[src/rtl/muldiv_pkg.sv]
// muldiv_pkg: shared definitions for the iterative multiply/divide unit.
// Holds the op encodings, the FSM state enum and the iteration counter width.
package muldiv_pkg;

    localparam logic [2:0] MD_MULT  = 3'b000;
    localparam logic [2:0] MD_MULTU = 3'b001;
    localparam logic [2:0] MD_DIV   = 3'b010;
    localparam logic [2:0] MD_DIVU  = 3'b011;
    localparam logic [2:0] MD_MTHI  = 3'b100;
    localparam logic [2:0] MD_MTLO  = 3'b101;

    typedef enum logic [1:0] {
        IDLE,
        RUN,
        FIX
    } state_t;

    // The counter must be able to hold the value WIDTH itself.
    function automatic int count_width(input int width);
        return $clog2(width + 1);
    endfunction

endpackage

[src/rtl/muldiv_if.sv]
// muldiv_if: issue/result bundle between the EX stage and the mul/div unit.
// master = EX stage / hazard logic side, slave = muldiv_unit.
interface muldiv_if #(
    parameter int WIDTH = 32
) ();

    logic             start;
    logic [2:0]       op;
    logic [WIDTH-1:0] a;
    logic [WIDTH-1:0] b;
    logic             cancel;
    logic             busy;
    logic             done;
    logic [WIDTH-1:0] hi;
    logic [WIDTH-1:0] lo;

    modport master (
        output start, op, a, b, cancel,
        input  busy, done, hi, lo
    );

    modport slave (
        input  start, op, a, b, cancel,
        output busy, done, hi, lo
    );

endinterface

[src/rtl/muldiv_step.sv]
// muldiv_step: one combinational iteration of the mul/div datapath.
// Multiply: acc = {partial product, remaining multiplier bits}; shift-add.
// Divide:   acc = {partial remainder, remaining dividend bits}; restore-subtract.
// For divide the lsb of acc_next is left clear; the caller shifts in q_bit.
module muldiv_step #(
    parameter int WIDTH = 32
) (
    input  logic [2*WIDTH-1:0] acc,
    input  logic [WIDTH-1:0]   operand,
    input  logic               div_mode,
    output logic [2*WIDTH-1:0] acc_next,
    output logic               q_bit
);

    logic [WIDTH:0]   sum;
    logic [WIDTH:0]   partial;
    logic [WIDTH:0]   trial;
    logic [WIDTH-1:0] rem;

    // Single radix-2 step: add-then-shift-right for multiply, shift-then-trial-subtract for divide.
    always_comb begin
        sum      = '0;
        partial  = '0;
        trial    = '0;
        rem      = '0;
        acc_next = '0;
        q_bit    = 1'b0;
        if (!div_mode) begin
            sum      = {1'b0, acc[2*WIDTH-1:WIDTH]} + (acc[0] ? {1'b0, operand} : '0);
            acc_next = {sum, acc[WIDTH-1:1]};
        end else begin
            partial = {acc[2*WIDTH-1:WIDTH], acc[WIDTH-1]};
            trial   = partial - {1'b0, operand};
            if (partial >= {1'b0, operand}) begin
                q_bit = 1'b1;
                rem   = trial[WIDTH-1:0];
            end else begin
                rem   = partial[WIDTH-1:0];
            end
            acc_next = {rem, acc[WIDTH-2:0], 1'b0};
        end
    end

endmodule

[src/rtl/muldiv_unit.sv]
// muldiv_unit: iterative multiply/divide unit with architectural HI/LO.
// Signed ops run on magnitudes and are sign-corrected in the FIX state.
// Optional feature macro: MULDIV_EARLY_OUT_EN (zero-operand multiply and
// divide-by-zero skip RUN and finish one edge after issue).
module muldiv_unit
    import muldiv_pkg::*;
#(
    parameter int WIDTH = 32
) (
    input logic     clk,
    input logic     rst,
    muldiv_if.slave bus
);

    localparam int            CW         = count_width(WIDTH);
    localparam logic [CW-1:0] COUNT_LOAD = CW'(WIDTH);
    localparam logic [CW-1:0] COUNT_ONE  = CW'(1);

    state_t             state;
    state_t             state_next;
    logic [CW-1:0]      count;
    logic [2*WIDTH-1:0] acc;
    logic [WIDTH-1:0]   operand;
    logic [WIDTH-1:0]   raw_a;
    logic               div_mode;
    logic               neg_lo;
    logic               neg_hi;
    logic               div_zero;
    logic               done_q;
    logic [WIDTH-1:0]   hi_q;
    logic [WIDTH-1:0]   lo_q;

    logic               is_mul;
    logic               is_div;
    logic               is_md;
    logic               is_mt;
    logic               is_signed;
    logic               early_out;
    logic [WIDTH-1:0]   abs_a;
    logic [WIDTH-1:0]   abs_b;

    logic               accept_md;
    logic               accept_mt;
    logic               do_step;
    logic               do_fix;

    logic [2*WIDTH-1:0] step_next;
    logic               step_q;
    logic [2*WIDTH-1:0] product;
    logic [WIDTH-1:0]   quot;
    logic [WIDTH-1:0]   rem;
    logic [WIDTH-1:0]   fix_hi;
    logic [WIDTH-1:0]   fix_lo;

    assign is_mul    = (bus.op == MD_MULT) || (bus.op == MD_MULTU);
    assign is_div    = (bus.op == MD_DIV)  || (bus.op == MD_DIVU);
    assign is_md     = is_mul || is_div;
    assign is_mt     = (bus.op == MD_MTHI) || (bus.op == MD_MTLO);
    assign is_signed = (bus.op == MD_MULT) || (bus.op == MD_DIV);
    assign abs_a     = (is_signed && bus.a[WIDTH-1]) ? -bus.a : bus.a;
    assign abs_b     = (is_signed && bus.b[WIDTH-1]) ? -bus.b : bus.b;

`ifdef MULDIV_EARLY_OUT_EN
    assign early_out = (is_mul && ((bus.a == '0) || (bus.b == '0))) || (is_div && (bus.b == '0));
`else
    assign early_out = 1'b0;
`endif

    muldiv_step #(
        .WIDTH (WIDTH)
    ) u_step (
        .acc      (acc),
        .operand  (operand),
        .div_mode (div_mode),
        .acc_next (step_next),
        .q_bit    (step_q)
    );

    // State register; reset abandons any operation in flight.
    always_ff @(posedge clk or posedge rst) begin
        if (rst) begin
            state <= IDLE;
        end else begin
            state <= state_next;
        end
    end

    // Next state and per-edge actions; cancel always beats start and result write.
    always_comb begin
        state_next = state;
        accept_md  = 1'b0;
        accept_mt  = 1'b0;
        do_step    = 1'b0;
        do_fix     = 1'b0;
        case (state)
            IDLE: begin
                if (bus.start && !bus.cancel) begin
                    if (is_md) begin
                        accept_md  = 1'b1;
                        state_next = early_out ? FIX : RUN;
                    end else if (is_mt) begin
                        accept_mt  = 1'b1;
                    end
                end
            end
            RUN: begin
                if (bus.cancel) begin
                    state_next = IDLE;
                end else begin
                    do_step = 1'b1;
                    if (count == COUNT_ONE) begin
                        state_next = FIX;
                    end
                end
            end
            FIX: begin
                state_next = IDLE;
                do_fix     = !bus.cancel;
            end
            default: state_next = IDLE;
        endcase
    end

    // Sign correction; divide-by-zero result overrides it entirely.
    always_comb begin
        product = neg_lo ? -acc : acc;
        quot    = acc[WIDTH-1:0];
        rem     = acc[2*WIDTH-1:WIDTH];
        if (div_mode) begin
            fix_lo = div_zero ? '1    : (neg_lo ? -quot : quot);
            fix_hi = div_zero ? raw_a : (neg_hi ? -rem  : rem);
        end else begin
            fix_lo = product[WIDTH-1:0];
            fix_hi = product[2*WIDTH-1:WIDTH];
        end
    end

    // Operand capture, iteration, HI/LO writes and the registered done pulse.
    always_ff @(posedge clk or posedge rst) begin
        if (rst) begin
            count    <= '0;
            acc      <= '0;
            operand  <= '0;
            raw_a    <= '0;
            div_mode <= 1'b0;
            neg_lo   <= 1'b0;
            neg_hi   <= 1'b0;
            div_zero <= 1'b0;
            done_q   <= 1'b0;
            hi_q     <= '0;
            lo_q     <= '0;
        end else begin
            done_q <= do_fix || accept_mt;
            if (accept_md) begin
                acc      <= (is_mul && early_out) ? '0 : {{WIDTH{1'b0}}, (is_div ? abs_a : abs_b)};
                operand  <= is_div ? abs_b : abs_a;
                raw_a    <= bus.a;
                div_mode <= is_div;
                neg_lo   <= is_signed && (bus.a[WIDTH-1] ^ bus.b[WIDTH-1]);
                neg_hi   <= is_signed && is_div && bus.a[WIDTH-1];
                div_zero <= is_div && (bus.b == '0);
                count    <= COUNT_LOAD;
            end else if (do_step) begin
                acc   <= div_mode ? {step_next[2*WIDTH-1:1], step_q} : step_next;
                count <= count - COUNT_ONE;
            end
            if (accept_mt) begin
                if (bus.op == MD_MTHI) begin
                    hi_q <= bus.a;
                end else begin
                    lo_q <= bus.a;
                end
            end
            if (do_fix) begin
                hi_q <= fix_hi;
                lo_q <= fix_lo;
            end
        end
    end

    assign bus.busy = (state != IDLE);
    assign bus.done = done_q;
    assign bus.hi   = hi_q;
    assign bus.lo   = lo_q;

endmodule

[src/flat_wrapper.sv]
// flat-port wrapper written by rule: the top's interface ports become plain ports
module muldiv_unit_flat import muldiv_pkg::*;
#(
    parameter int WIDTH = 32
)
  (clk, rst, bus_start, bus_op, bus_a, bus_b, bus_cancel, bus_busy, bus_done, bus_hi, bus_lo);
  muldiv_if #(.WIDTH(WIDTH)) bus_i ();
  input logic clk;
  input logic rst;
  input wire logic [$bits(bus_i.start)-1:0] bus_start;
  input wire logic [$bits(bus_i.op)-1:0] bus_op;
  input wire logic [$bits(bus_i.a)-1:0] bus_a;
  input wire logic [$bits(bus_i.b)-1:0] bus_b;
  input wire logic [$bits(bus_i.cancel)-1:0] bus_cancel;
  output wire logic [$bits(bus_i.busy)-1:0] bus_busy;
  output wire logic [$bits(bus_i.done)-1:0] bus_done;
  output wire logic [$bits(bus_i.hi)-1:0] bus_hi;
  output wire logic [$bits(bus_i.lo)-1:0] bus_lo;
  assign bus_i.start = bus_start;
  assign bus_i.op = bus_op;
  assign bus_i.a = bus_a;
  assign bus_i.b = bus_b;
  assign bus_i.cancel = bus_cancel;
  assign bus_busy = bus_i.busy;
  assign bus_done = bus_i.done;
  assign bus_hi = bus_i.hi;
  assign bus_lo = bus_i.lo;
  muldiv_unit #(.WIDTH(WIDTH)) u_core (.clk(clk), .rst(rst), .bus(bus_i));
endmodule
[config.mk]
export PLATFORM = sky130hd
export DESIGN_NAME = muldiv_unit_flat
export DESIGN_NICKNAME = d
export VERILOG_FILES = /design/src/rtl/muldiv_pkg.sv /design/src/rtl/muldiv_if.sv /design/src/rtl/muldiv_step.sv /design/src/rtl/muldiv_unit.sv /design/src/flat_wrapper.sv
export SDC_FILE = /design/constraint.sdc
export NUM_CORES = 1
export LEC_CHECK = 0
export ABC_AREA = 0
export CORE_ASPECT_RATIO = 0.9
export CORE_MARGIN = 2
export CORE_UTILIZATION = 40
export DETAILED_ROUTE_END_ITERATION = 8
export SYNTH_ARGS = -nofsm -noshare
export SYNTH_HDL_FRONTEND = slang
export SYNTH_SLANG_ARGS = --single-unit
export TNS_END_PERCENT = 30
[constraint.sdc]
create_clock -name clk -period 18.7 [get_ports clk]
set_input_delay 3.74 -clock clk [delete_from_list [all_inputs] [get_ports clk]]
set_output_delay 3.74 -clock clk [all_outputs]
set_load 0.005 [all_outputs]
==> metrics.md, run 1 <==
| Metric | Value |
|---|---|
| Nets | 2364 |
| Worst Min Path Start | u_core.raw_a[28]$_DFFE_PP0P_ |
| Count of cells along the worst hold path | 2 |
| Deepest clock path buffer count | 3 |
| Worst flop-to-flop path endpoint | u_core.acc[62]$_DFFE_PP0P_ |
| Share of total power in sequential cells | 0.298 |
| Worst-Skew Late Latency | 580 ps |
| Total placed cells including tap cells | 2748 |
| Pins over their slew limit | 0 |
| Synthesized Nets | 2352 |
| Number of top-level design ports | about 140 |
| Number of setup buffers added after CTS | 0 |
| First-iteration detailed-routing DRC count | 1924 |
| Most frequently used cell type in the post-synthesis netlist | nand2_1 |
| Clock tree from TritonCTS | yes |
| Finish-stage setup viols | 0 |
| Global-route wire length before repair | 97300 microns |
| Number of rows created at floorplan | slightly above 70 |
| Slowest cell on the critical path | nor3b_1 |
| Via count of the first global-routing pass | 15.7k |
| Antenna violations before repair | 0 |
| Worst r2r path cells | 12 |
| Fraction of synthesis flops using an asynchronous set or reset pin | 1.00 |
| Worst Max-Slew Pin Slew | roughly 1200 ps |
| Mapped Area | 17200 sq um |
| Router iterations before antenna repair | 5 |
| Post-layout instance count excluding filler cells | 2794 |
| DPL Wire Length | 47000 microns |
| Clock Root Buffer | clkbuf_16 |
| Internal Pwr Total | 0.00153 W |
| Reg2reg setup slack | 14140 ps |
| Number of library cell types mapped by synthesis | 76 |
| Share of layout cells above drive strength 1 | 0.0442 |
| Endpoint arrival time on the critical path | 7200 ps |
| Final hold violation count | 0 |
| CP endpoint kind | flip-flop |
| Number of gates resized after cts | 0 |
| Most frequent cells after synthesis | nand2_1, o21ai_0, dfrtp_1 |
| Biggest area contributors in the synthesized netlist | dfrtp_1, nand2_1, o21ai_0, xor2_1, ha_1 |
| Post-synthesis to final-layout area growth | 14.0% |
| Leak pwr | slightly above 8 nW |
| Power density relative to cell area | 144 nW/um^2 |
| Mean routed wirelength per cell | about 23 microns |
| Hold-fix buffers, CTS | 0 |
| Mean cell area of the mapped netlist | 7.78 sq um |
| Combinational family with the most area after synthesis | compound AO/OA/AOI/OAI gates |
| Area inside the core boundary | 42700 sq um |
| Sink count of the clock tree | 205 |
| Clk network pwr share | 0.188 |
| Worst setup startpoint | bus_cancel |
| Class of the most critical setup path | in2reg |
| Combinational cell fraction of total power | 0.514 |
| Required time of the worst setup path | 19130 ps |
| Worst Path Max Fanout | 100 |
| Number of routed nets with antenna violations | 0 |
| Count of synthesis-stage warnings from yosys | 0 |
| Seq. cell area | 5130 sq um |
| Multiplexer share of the synthesized area | 0.0575 |
| Pin count of the biggest net entering global routing | 104 |
| Average via count per standard cell | 6.02 |
| Overall routing resource usage | 0.281 |
| Worst setup skew after layout | between 20 and 25 ps |
| Endpoint of the worst hold-timing path | u_core.raw_a[28]$_DFFE_PP0P_ |
| Post-synthesis compound-gate area fraction | 0.240 |
| Reg2Reg Launch Point | u_core.acc[0]$_DFFE_PP0P_ |
| Sequential area share after synthesis | 0.299 |
| # fillers | 4273 |
| Arithmetic-cell share of the synthesized area counting full adders, half adders and majority gates | 0.0533 |
| Gr ovfl total | 0 |
| Fin crit period | 6770 ps |
| Met3 track demand over resource in global routing | 0.0505 |
| Total detailed-routing wirelength | approximately 64000 microns |
| CTS clock-pin slew for the worst setup and hold paths | 60 ps |
| GR Util met1 | 0.411 |
| IO Port Bufs | 136 |
| Startpoint type of the worst setup path | input port |
| Worst vdd ir | 75.7 uV |
| Count of mapped cells out of synthesis | 2209 |
| Clock buffer count from CTS | 26 |
| Final worst path period share | 0.362 |
| Area occupied by multi-input gates | 11100 sq um |
| GR Util met2 | 0.418 |
| EDFF count, synth | 0 |
| Xor/xnor share of the synthesized area | 0.106 |
| Die width | approximately 220 microns |
| Final weighted congestion in routability-driven placement | 0.943 |
| Chain of cells forming the critical path | clkdlybuf4s50_1 > nor3b_1 > nor2b_4 > buf_4 > nor2_4 > a22o_1 > a21oi_1 > o211ai_1 |
| Overall die area | 44600 sq um |
| DR DRC count | 0 |
| Maximum clock frequency | about 150 MHz |
| Sw Pwr | approximately 0.0013 W |
| Maximum level of the CTS H-tree | 1 |
| Via count of the routed design | 16.8k |
| Top_reg_cell synth | dfrtp_1 |
| Net switching share of the total power | 0.457 |
| Max-cap violations | 0 |
| Die extent in y | roughly 200 microns |
| Initial Util | 0.402 |
| Number of synthesized register bits | 205 |
| Relative slew slack | 0.191 |
| Setup repair after global routing missed its margin | false |
| Tightest hold margin | 470 ps |
| Area share of the largest cell type after synthesis | 0.299 |
| Worst path max stage delay | between 800 and 900 ps |
| Worst hold-check path type | reg2reg |
| Run status | finished, final reports clean |
| Simple-gate share of the synthesized area | 0.190 |
| Setup TNS | 0 ps |
| Top cell type by total area after synthesis | dfrtp_1 |
| Most Crowded Layer GR | met2 |
worst max-delay path: cells and delay by family:
| family | cells | cell delay [ps] |
|---|---|---|
| buf+inv | 2 | 1300 |
| compound gates | 3 | 590 |
| simple gates | 3 | 1560 |
routing by layer:
metal	vias to the layer above	wire [microns]
li1	7827	-
met4	0	1910
met1	8159	29100
met3	100	5440
met2	737	27500
met5	-	0
placed cells by master, fill, tap and decap left out, drive strengths merged, types with 14 or more instances in the layout:
master,n
a211oi,16
a21o,28
a21oi,170
a22oi,17
a31oi,17
a32oi,32
and3,16
buf,19
clkbuf,34
clkdlybuf4s50,135
dfrtp,205
ha,70
inv,66
mux2i,84
nand2,344
nand2b,20
nand3,40
nor2,167
nor2b,14
nor3,29
o211ai,53
o21a,14
o21ai,219
o31ai,30
or3,26
xnor2,96
xor2,111
logic make-up (layout without fill, tap and decap cells):
logic type | count (synthesis) | count (layout)
buffers and inverters | 238 | 267
adders and majority gates | 72 | 72
other | 0 | 1
AOI/OAI and AO/OA | 663 | 663
muxes | 97 | 97
xor gates and xnor gates | 207 | 207
and+or+nand+nor | 727 | 727
DFF | 205 | 205
worst max path at each step:
stage | end | cells after the start
after global routing | u_core.acc[60]$_DFFE_PP0P_ | 8
after global placement | u_core.acc[57]$_DFFE_PP0P_ | 8
after detailed placement | u_core.acc[60]$_DFFE_PP0P_ | 8
after CTS | u_core.acc[60]$_DFFE_PP0P_ | 8
after floorplan | u_core.acc[0]$_DFFE_PP0P_ | 1
final | u_core.acc[60]$_DFFE_PP0P_ | 8
sequential cells by signal (all words and copies together), names as in the netlist:
name and cells:
u_core.acc 64, u_core.bus.done 1, u_core.bus.hi 32, u_core.bus.lo 32, u_core.count 6, u_core.div_mode 1, u_core.div_zero 1, u_core.neg_hi 1
u_core.neg_lo 1, u_core.operand 32, u_core.raw_a 32, u_core.state 2
layout make-up:
class,count,area share
multi-input cells,1766,0.568
flip-flops and latches,205,0.262
repair buffers,154,0.0761
clock buffers,34,0.0358
well taps,555,0.0354
inverters,68,0.0134
clock inverters,11,0.00875
diodes,1,0.000128
per-stage QoR:
stage               setup WS (ps)  utilization  area (sq um)  power [W]
CTS                         11970        0.459         19600    0.00281
detailed placement          11380        0.438         18700    0.00227
global route                11770        0.459         19600    0.00302
global placement            11460        0.438         18700    0.00224
finish                      11930        0.459         19600    0.00283
floorplan                    9360            -         17200    0.00180
power groups by stage:
stage | Clock [W] | Sequential (W) | Combinational, W
6_report | 0.000531 | 0.000843 | 0.00145
2_1_floorplan | 0 | 0.000681 | 0.00112
3_5_place_dp | 0 | 0.000835 | 0.00143
4_1_cts | 0.000538 | 0.000828 | 0.00144
3_3_place_gp | 0 | 0.000829 | 0.00141
5_1_grt | 0.000555 | 0.000854 | 0.00161
(Power assumes the default switching activity.)
==> inputs of run 2 (changes only) <==
Clock period 18.7 ns to 6.2 ns, I/O delays scaled along.
==> run 2 against run 1 <==
Sequential share of layout area down 0.18 points. Setup slack got worse by 10000 ps. Clock skew fell by 13 ps. Sequential cell count did not move. Combinational power grew to 3.0 times the previous value. Global-route usage up 0.098 points. Wire length increased by 0.57%. Via count is 0.48% lower. Power grew to 3.1 times the previous value. Sequential power grew to 3.0 times the previous value.
==> metrics.md, run 2 (synthesized netlist as in run 1, its figures left out) <==
| Metric | Value |
|---|---|
| Run status | finished, final reports clean (unchanged) |
| Nets | 2369 (was 2364) |
| Number of setup buffers added after CTS | 0 (unchanged) |
| Post-layout total power | 0.00867 W (was 0.00283 W) |
| Final worst path period share | 0.688 |
| Number of diodes added for antenna fixing | 0 (was 1) |
| Finish-stage setup viols | 0 (unchanged) |
| Chain of cells forming the critical path | inv_1 > buf_4 > nor2_1 > ha_1 > nand3_1 > or2_2 > o21ai_0 > a31oi_1 > o31ai_1 > a211oi_1 > xor2_1 > a211oi_1 (was clkdlybuf4s50_1 > nor3b_1 > nor2b_4 > buf_4 > nor2_4 > a22o_1 > a21oi_1 > o211ai_1) |
| Final hold violation count | 0 (unchanged) |
| Global-route wire length before repair | 97500 microns (was 97300 microns) |
| Flip-flop count of the largest register, all copies and words added | 64 (unchanged) |
| Worst Max-Slew Pin Slew | 1250 ps (was 1210 ps) |
| CP endpoint kind | flip-flop (unchanged) |
| Max-cap violations | 0 (unchanged) |
| Sink count of the clock tree | 205 (unchanged) |
| Most common cell type on the critical path | a211oi_1 |
| Worst setup skew after layout | 7.85 ps (was 20.8 ps) |
| Setup TNS | 0 ps (unchanged) |
| Setup repair after global routing missed its margin | false (unchanged) |
| Leak pwr | 8.32 nW (was 8.25 nW) |
| Required time of the worst setup path | 6670 ps (was 19130 ps) |
| Commonest non-fill, non-tap cells in the layout | nand2_1, o21ai_0, dfrtp_1 (unchanged) |
| First-iteration detailed-routing DRC count | 1853 (was 1924) |
| Initial Util | 0.402 (unchanged) |
| Deepest clock path buffer count | 3 (unchanged) |
| CTS clock-pin slew for the worst setup and hold paths | 60 ps (about the same) |
| Tightest hold margin | 475 ps (was 470 ps) |
| Fin crit period | ~4300 ps |
| Mean routed wirelength per cell | 23.0 microns (was 22.9 microns) |
| # fillers | 4277 (was 4273) |
| Total placed cells including tap cells | 2753 (was 2748) |
| Overall routing resource usage | 0.282 (was 0.281) |
| Die width | 222 microns (unchanged) |
| Gr ovfl total | 0 (unchanged) |
| Hold-fix buffers, CTS | 0 (unchanged) |
| DPL Wire Length | 47500 microns (was 47000 microns) |
| Clock Root Buffer | clkbuf_16 (unchanged) |
| Number of routed nets with antenna violations | 0 (unchanged) |
| Pin count of the biggest net entering global routing | 150 (was 104) |
| Worst-Skew Late Latency | 560 ps (was 580 ps) |
| Number of rows created at floorplan | 72 (unchanged) |
| Reg2reg setup slack | 1930 ps (was 14140 ps) |
| Area inside the core boundary | 42700 sq um (unchanged) |
| Number of gates resized after cts | 0 (unchanged) |
| Class of the most critical setup path | reg2reg (was in2reg) |
| Post-layout instance count excluding filler cells | 2801 (was 2794) |
| Worst hold-check path type | reg2reg (unchanged) |
| Combinational cell fraction of total power | 0.510 (was 0.514) |
| Share of layout cells above drive strength 1 | 0.0494 (was 0.0442) |
| Via count of the routed design | 16.7k (was 16.8k) |
| Top reg by flops | u_core.acc (unchanged) |
| Commonest non-fill, non-tap cell in the layout | nand2_1 (unchanged) |
| Final weighted congestion in routability-driven placement | 0.932 (was 0.943) |
| Sw Pwr | 0.00392 W (was 0.00129 W) |
| Overall die area | 44600 sq um (unchanged) |
| Pins over their slew limit | 0 (unchanged) |
| Die extent in y | 201 microns (unchanged) |
| Maximum clock frequency | around 230 MHz |
| Maximum level of the CTS H-tree | 1 (unchanged) |
| Clock buffer count from CTS | 26 (unchanged) |
| Worst Path Max Fanout | 19 (was 100) |
| Number of top-level design ports | 137 (unchanged) |
| Power density relative to cell area | 440 nW/um^2 (was 144 nW/um^2) |
| Via count of the first global-routing pass | 15.6k (was 15.7k) |
| Worst path max stage delay | 620 ps (was 870 ps) |
| Average via count per standard cell | 5.98 (was 6.02) |
| Router iterations before antenna repair | 6 (was 5) |
| Relative slew slack | 0.164 (was 0.191) |
| Internal Pwr Total | 0.00475 W (was 0.00153 W) |
| Share of total power in sequential cells | 0.290 (was 0.298) |
| Post-synthesis to final-layout area growth | 14.8% (was 14.0%) |
| Clk network pwr share | 0.200 (was 0.188) |
| Startpoint type of the worst setup path | flip-flop (was input port) |
| Worst vdd ir | 177 uV (was 75.7 uV) |
| Endpoint arrival time on the critical path | 4740 ps (was 7200 ps) |
| Net switching share of the total power | 0.452 (was 0.457) |
| Total detailed-routing wirelength | 64300 microns (was 63900 microns) |
| IO Port Bufs | 136 (unchanged) |
| Slowest cell on the critical path | o31ai_1 (was nor3b_1) |
| Antenna violations before repair | 0 (unchanged) |
| Clock tree from TritonCTS | yes (unchanged) |
| DR DRC count | 0 (unchanged) |
run 2: changes by cell type in the layout (fill, tap and decap cells not counted), sizes merged:
cell / change
buf: +5
clkinvlp: +4
bufinv: +2
clkbuf: -2
diode: -1
inv: -1
run 2: power by group through the flow:
stage	combinational [W]	clock (W)	sequential, W
3_5_place_dp	0.00434	0	0.00250
5_1_grt	0.00490	0.00181	0.00256
3_3_place_gp	0.00429	0	0.00248
2_1_floorplan	0.00337	0	0.00206
4_1_cts	0.00437	0.00175	0.00248
6_report	0.00442	0.00174	0.00251
run 2: path summary, 6_finish.rpt:
path	start	to	cells after the start
hold reg to reg	u_core.raw_a[21]$_DFFE_PP0P_	u_core.raw_a[21]$_DFFE_PP0P_	2
min in group asynchronous	rst	u_core.bus.lo[19]$_DFFE_PP0P_	2
max in group asynchronous	rst	u_core.div_mode$_DFFE_PP0P_	3
hold / removal	u_core.raw_a[21]$_DFFE_PP0P_	u_core.raw_a[21]$_DFFE_PP0P_	2
setup reg to reg	u_core.acc[0]$_DFFE_PP0P_	u_core.acc[62]$_DFFE_PP0P_	12
setup / recovery	u_core.acc[0]$_DFFE_PP0P_	u_core.acc[62]$_DFFE_PP0P_	12
run 2: routing by layer:
layer  wire length (microns)  part of all wire  global-route usage
met3                    5840             0.091              0.0536
met5                       0                 0                   0
met2                   27100              0.42               0.420
met4                    2060             0.032              0.0906
met1                   29300              0.46               0.410
run 2: layout make-up:
class / instances / area [sq um] / area share
clock buffers: 32 / 724 / 0.0367
clock inverters: 16 / 243 / 0.0123
inverters: 68 / 259 / 0.0131
multi-input cells: 1766 / 11100 / 0.564
flip-flops and latches: 205 / 5130 / 0.260
well taps: 555 / 694 / 0.0352
repair buffers: 159 / 1540 / 0.0782
run 2: critical path, delay by kind of cell, from the launching register on:
| family | cells | cell delay (ps) |
|---|---|---|
| AOI/OAI and AO/OA | 5 | 1860 |
| buffers and inverters | 2 | 870 |
| and+or+nand+nor | 3 | 450 |
| DFF | 1 | 420 |
| adders and majority gates | 1 | 380 |
| xor gates and xnor gates | 1 | 180 |
run 2: stage by stage:
step | worst slack, ps | cell area [sq um] | util
after floorplan | 2300 | 17200 | -
after CTS | 1950 | 19700 | 0.462
after global placement | 1800 | 18800 | 0.439
final | 1930 | 19700 | 0.462
after global routing | 1680 | 19700 | 0.462
after detailed placement | 1740 | 18800 | 0.439
==> inputs of run 3 (changes only) <==
Clock period 6.2 ns to 4.4 ns, I/O delays scaled along.
==> run 3 against run 2 <==
Die area stayed put. Critical endpoint unchanged. Critical path depth is 3 higher. Clock-buffer cell count is 4 higher. Via count is 2.8% higher. Power is 40% higher. Sequential cell count stayed put. Highest routed layer unchanged. Setup slack worse by 1200 ps. Cell count is 1.6% higher. Sequential power is 33% higher. Worst hold slack better by 2.2 ps. Utilization is 0.55 points higher.
==> metrics.md, run 3 (synthesized netlist as in run 1, its figures left out) <==
| Metric | Value |
|---|---|
| Clock tree from TritonCTS | yes (unchanged) |
| Reg2Reg Launch Point | u_core.acc[0]$_DFFE_PP0P_ (unchanged) |
| Tightest hold margin | 477 ps (was 475 ps) |
| Slowest cell on the critical path | dfrtp_1 (was o31ai_1) |
| Clock Root Buffer | clkbuf_16 (unchanged) |
| Chain of cells forming the critical path | inv_1 > buf_4 > nor2_1 > ha_1 > a21oi_1 > o211ai_1 > a211oi_1 > o21ai_0 > buf_4 > a31oi_1 > o31ai_1 > buf_4 > a211oi_1 > xor2_1 > a211oi_1 (was inv_1 > buf_4 > nor2_1 > ha_1 > nand3_1 > or2_2 > o21ai_0 > a31oi_1 > o31ai_1 > a211oi_1 > xor2_1 > a211oi_1) |
| Die extent in y | 201 microns (unchanged) |
| Leak pwr | 8.50 nW (was 8.32 nW) |
| Post-synthesis to final-layout area growth | 16.2% (was 14.8%) |
| Kind of cell with the highest combined delay on the critical path | compound AO/OA/AOI/OAI gates (unchanged) |
| Commonest non-fill, non-tap cell in the layout | nand2_1 (unchanged) |
| Antenna violations before repair | 3 (was 0) |
| DR DRC count | 0 (unchanged) |
| Global-route wire length before repair | 100000 microns (was 97500 microns) |
| Worst-Skew Late Latency | 560 ps (about the same) |
| Worst Path Max Fanout | 28 (was 19) |
| Pin count of the biggest net entering global routing | 102 (was 150) |
| Class of the most critical setup path | reg2reg (unchanged) |
| Top reg by flops | u_core.acc (unchanged) |
| Number of diodes added for antenna fixing | 0 (unchanged) |
| Worst Max-Slew Pin Slew | 1130 ps (was 1250 ps) |
| Setup repair after global routing missed its margin | false (unchanged) |
| Via count of the routed design | 17.2k (was 16.7k) |
| DPL Wire Length | 49500 microns (was 47500 microns) |
| Worst path depth | 15 (was 12) |
| Reg2reg setup slack | 720 ps (was 1930 ps) |
| Fin crit period | 3680 ps (was 4270 ps) |
| Initial Util | 0.402 (unchanged) |
| Clock buffer count from CTS | 25 (was 26) |
| Maximum clock frequency | 272 MHz (was 234 MHz) |
| Number of rows created at floorplan | 72 (unchanged) |
| Startpoint type of the worst setup path | flip-flop (unchanged) |
| Mean routed wirelength per cell | 23.2 microns (was 23.0 microns) |
| Worst setup skew after layout | 31.2 ps (was 7.85 ps) |
| Maximum level of the CTS H-tree | 1 (unchanged) |
| Worst setup startpoint | u_core.acc[0]$_DFFE_PP0P_ (unchanged) |
| Number of top-level design ports | 137 (unchanged) |
| Post-placement worst setup slack | 404 ps (was 1740 ps) |
| Flip-flop count of the largest register, all copies and words added | 64 (unchanged) |
| Setup TNS | 0 ps (unchanged) |
| Via count of the first global-routing pass | 16.1k (was 15.6k) |
| Endpoint arrival time on the critical path | 4140 ps (was 4740 ps) |
| Buffers and inverters on the worst path | 4 (was 2) |
| First-iteration detailed-routing DRC count | 1933 (was 1853) |
| Sink count of the clock tree | 205 (unchanged) |
| Finish-stage setup viols | 0 (unchanged) |
| Commonest non-fill, non-tap cells in the layout | nand2_1, o21ai_0, dfrtp_1 (unchanged) |
| Post-layout instance count excluding filler cells | 2846 (was 2801) |
| Relative slew slack | 0.244 (was 0.164) |
| Max-cap violations | 0 (unchanged) |
| Worst setup path endpoint | u_core.acc[62]$_DFFE_PP0P_ (unchanged) |
| Average via count per standard cell | 6.04 (was 5.98) |
| Final hold violation count | 0 (unchanged) |
| Total placed cells including tap cells | 2802 (was 2753) |
| Router iterations before antenna repair | 6 (unchanged) |
| Worst flop-to-flop path endpoint | u_core.acc[62]$_DFFE_PP0P_ (unchanged) |
| Number of routed nets with antenna violations | 0 (unchanged) |
| Required time of the worst setup path | 4860 ps (was 6670 ps) |
| Overall routing resource usage | 0.290 (was 0.282) |
| Run status | finished, final reports clean (unchanged) |
| Die width | 222 microns (unchanged) |
| Worst r2r path cells | 15 (was 12) |
| Worst hold-check path type | reg2reg (unchanged) |
| Power density relative to cell area | 607 nW/um^2 (was 440 nW/um^2) |
| Number of gates resized after cts | 0 (unchanged) |
| Deepest clock path buffer count | 3 (unchanged) |
| Number of setup buffers added after CTS | 0 (unchanged) |
| # fillers | 4255 (was 4277) |
| Share of layout cells above drive strength 1 | 0.0655 (was 0.0494) |
| CTS clock-pin slew for the worst setup and hold paths | 60 ps (about the same) |
| Pins over their slew limit | 0 (unchanged) |
| Total detailed-routing wirelength | 65900 microns (was 64300 microns) |
| Worst vdd ir | 317 uV (was 177 uV) |
| IO Port Bufs | 136 (unchanged) |
| CP endpoint kind | flip-flop (unchanged) |
| Nets | 2417 (was 2369) |
| Area inside the core boundary | 42700 sq um (unchanged) |
| Final worst setup slack | 724 ps (was 1930 ps) |
| Worst path max stage delay | 430 ps (was 620 ps) |
| Final worst path period share | 0.836 (was 0.688) |
| Hold-fix buffers, CTS | 0 (unchanged) |
| Gr ovfl total | 0 (unchanged) |
| Overall die area | 44600 sq um (unchanged) |
| Final weighted congestion in routability-driven placement | 0.952 (was 0.932) |
-- run 3: cell types whose count changed in the layout (fill, tap and decap cells not counted), sizes merged --
cell | before | now
clkbuf | 32 | 36
clkinv | 7 | 8
buf | 24 | 73
clkinvlp | 6 | 1
bufinv | 6 | 1
inv | 65 | 66
-- run 3: layer usage --
layer  routed length [microns]  vias up  global-route usage
li1                          -     7943                   -
met1                     29600     8360               0.424
met2                     28100      815               0.432
met3                      5900       86              0.0479
met4                      2310        0              0.0961
met5                         0        -                   0
-- run 3: report_power, final --
group / switching (W) / internal [W]
Combinational: 0.00386 / 0.00286
Clock: 0.000883 / 0.00115
Sequential: 0.000880 / 0.00247
Total: 0.00562 / 0.00648
-- run 3: through the flow --
stage,power (W),util,instance area [sq um]
floorplan,0.00765,-,17200
global placement,0.00980,0.449,19200
detailed placement,0.00991,0.449,19200
CTS,0.0120,0.467,20000
global route,0.0129,0.467,20000
finish,0.0121,0.467,20000
-- run 3: worst min-delay path: stages, from the launching register on --
cell	delay (ps)
dfrtp_1	340
nand2_1	50
nand2_1	60
-- run 3: area by class of cell --
type                       instances  area [sq um]  area share
clock inverter                     8          72.6     0.00364
timing repair buffer             208          1970      0.0988
sequential                       205          5130       0.257
clock buffer                      36           697      0.0349
inverter                          68           259      0.0130
multi-input combinational       1766         11100       0.558
tap                              555           694      0.0348
-- run 3: worst min-delay path by stage --
stage | startpoint | endpoint | slack [ps] | cells after the start
after floorplan | u_core.raw_a[11]$_DFFE_PP0P_ | u_core.raw_a[11]$_DFFE_PP0P_ | 440 | 2
after global placement | u_core.raw_a[4]$_DFFE_PP0P_ | u_core.raw_a[4]$_DFFE_PP0P_ | 460 | 2
after detailed placement | u_core.raw_a[18]$_DFFE_PP0P_ | u_core.raw_a[18]$_DFFE_PP0P_ | 460 | 2
after CTS | u_core.raw_a[24]$_DFFE_PP0P_ | u_core.raw_a[24]$_DFFE_PP0P_ | 480 | 2
after global routing | u_core.raw_a[19]$_DFFE_PP0P_ | u_core.raw_a[19]$_DFFE_PP0P_ | 500 | 2
final | u_core.raw_a[22]$_DFFE_PP0P_ | u_core.raw_a[22]$_DFFE_PP0P_ | 480 | 2
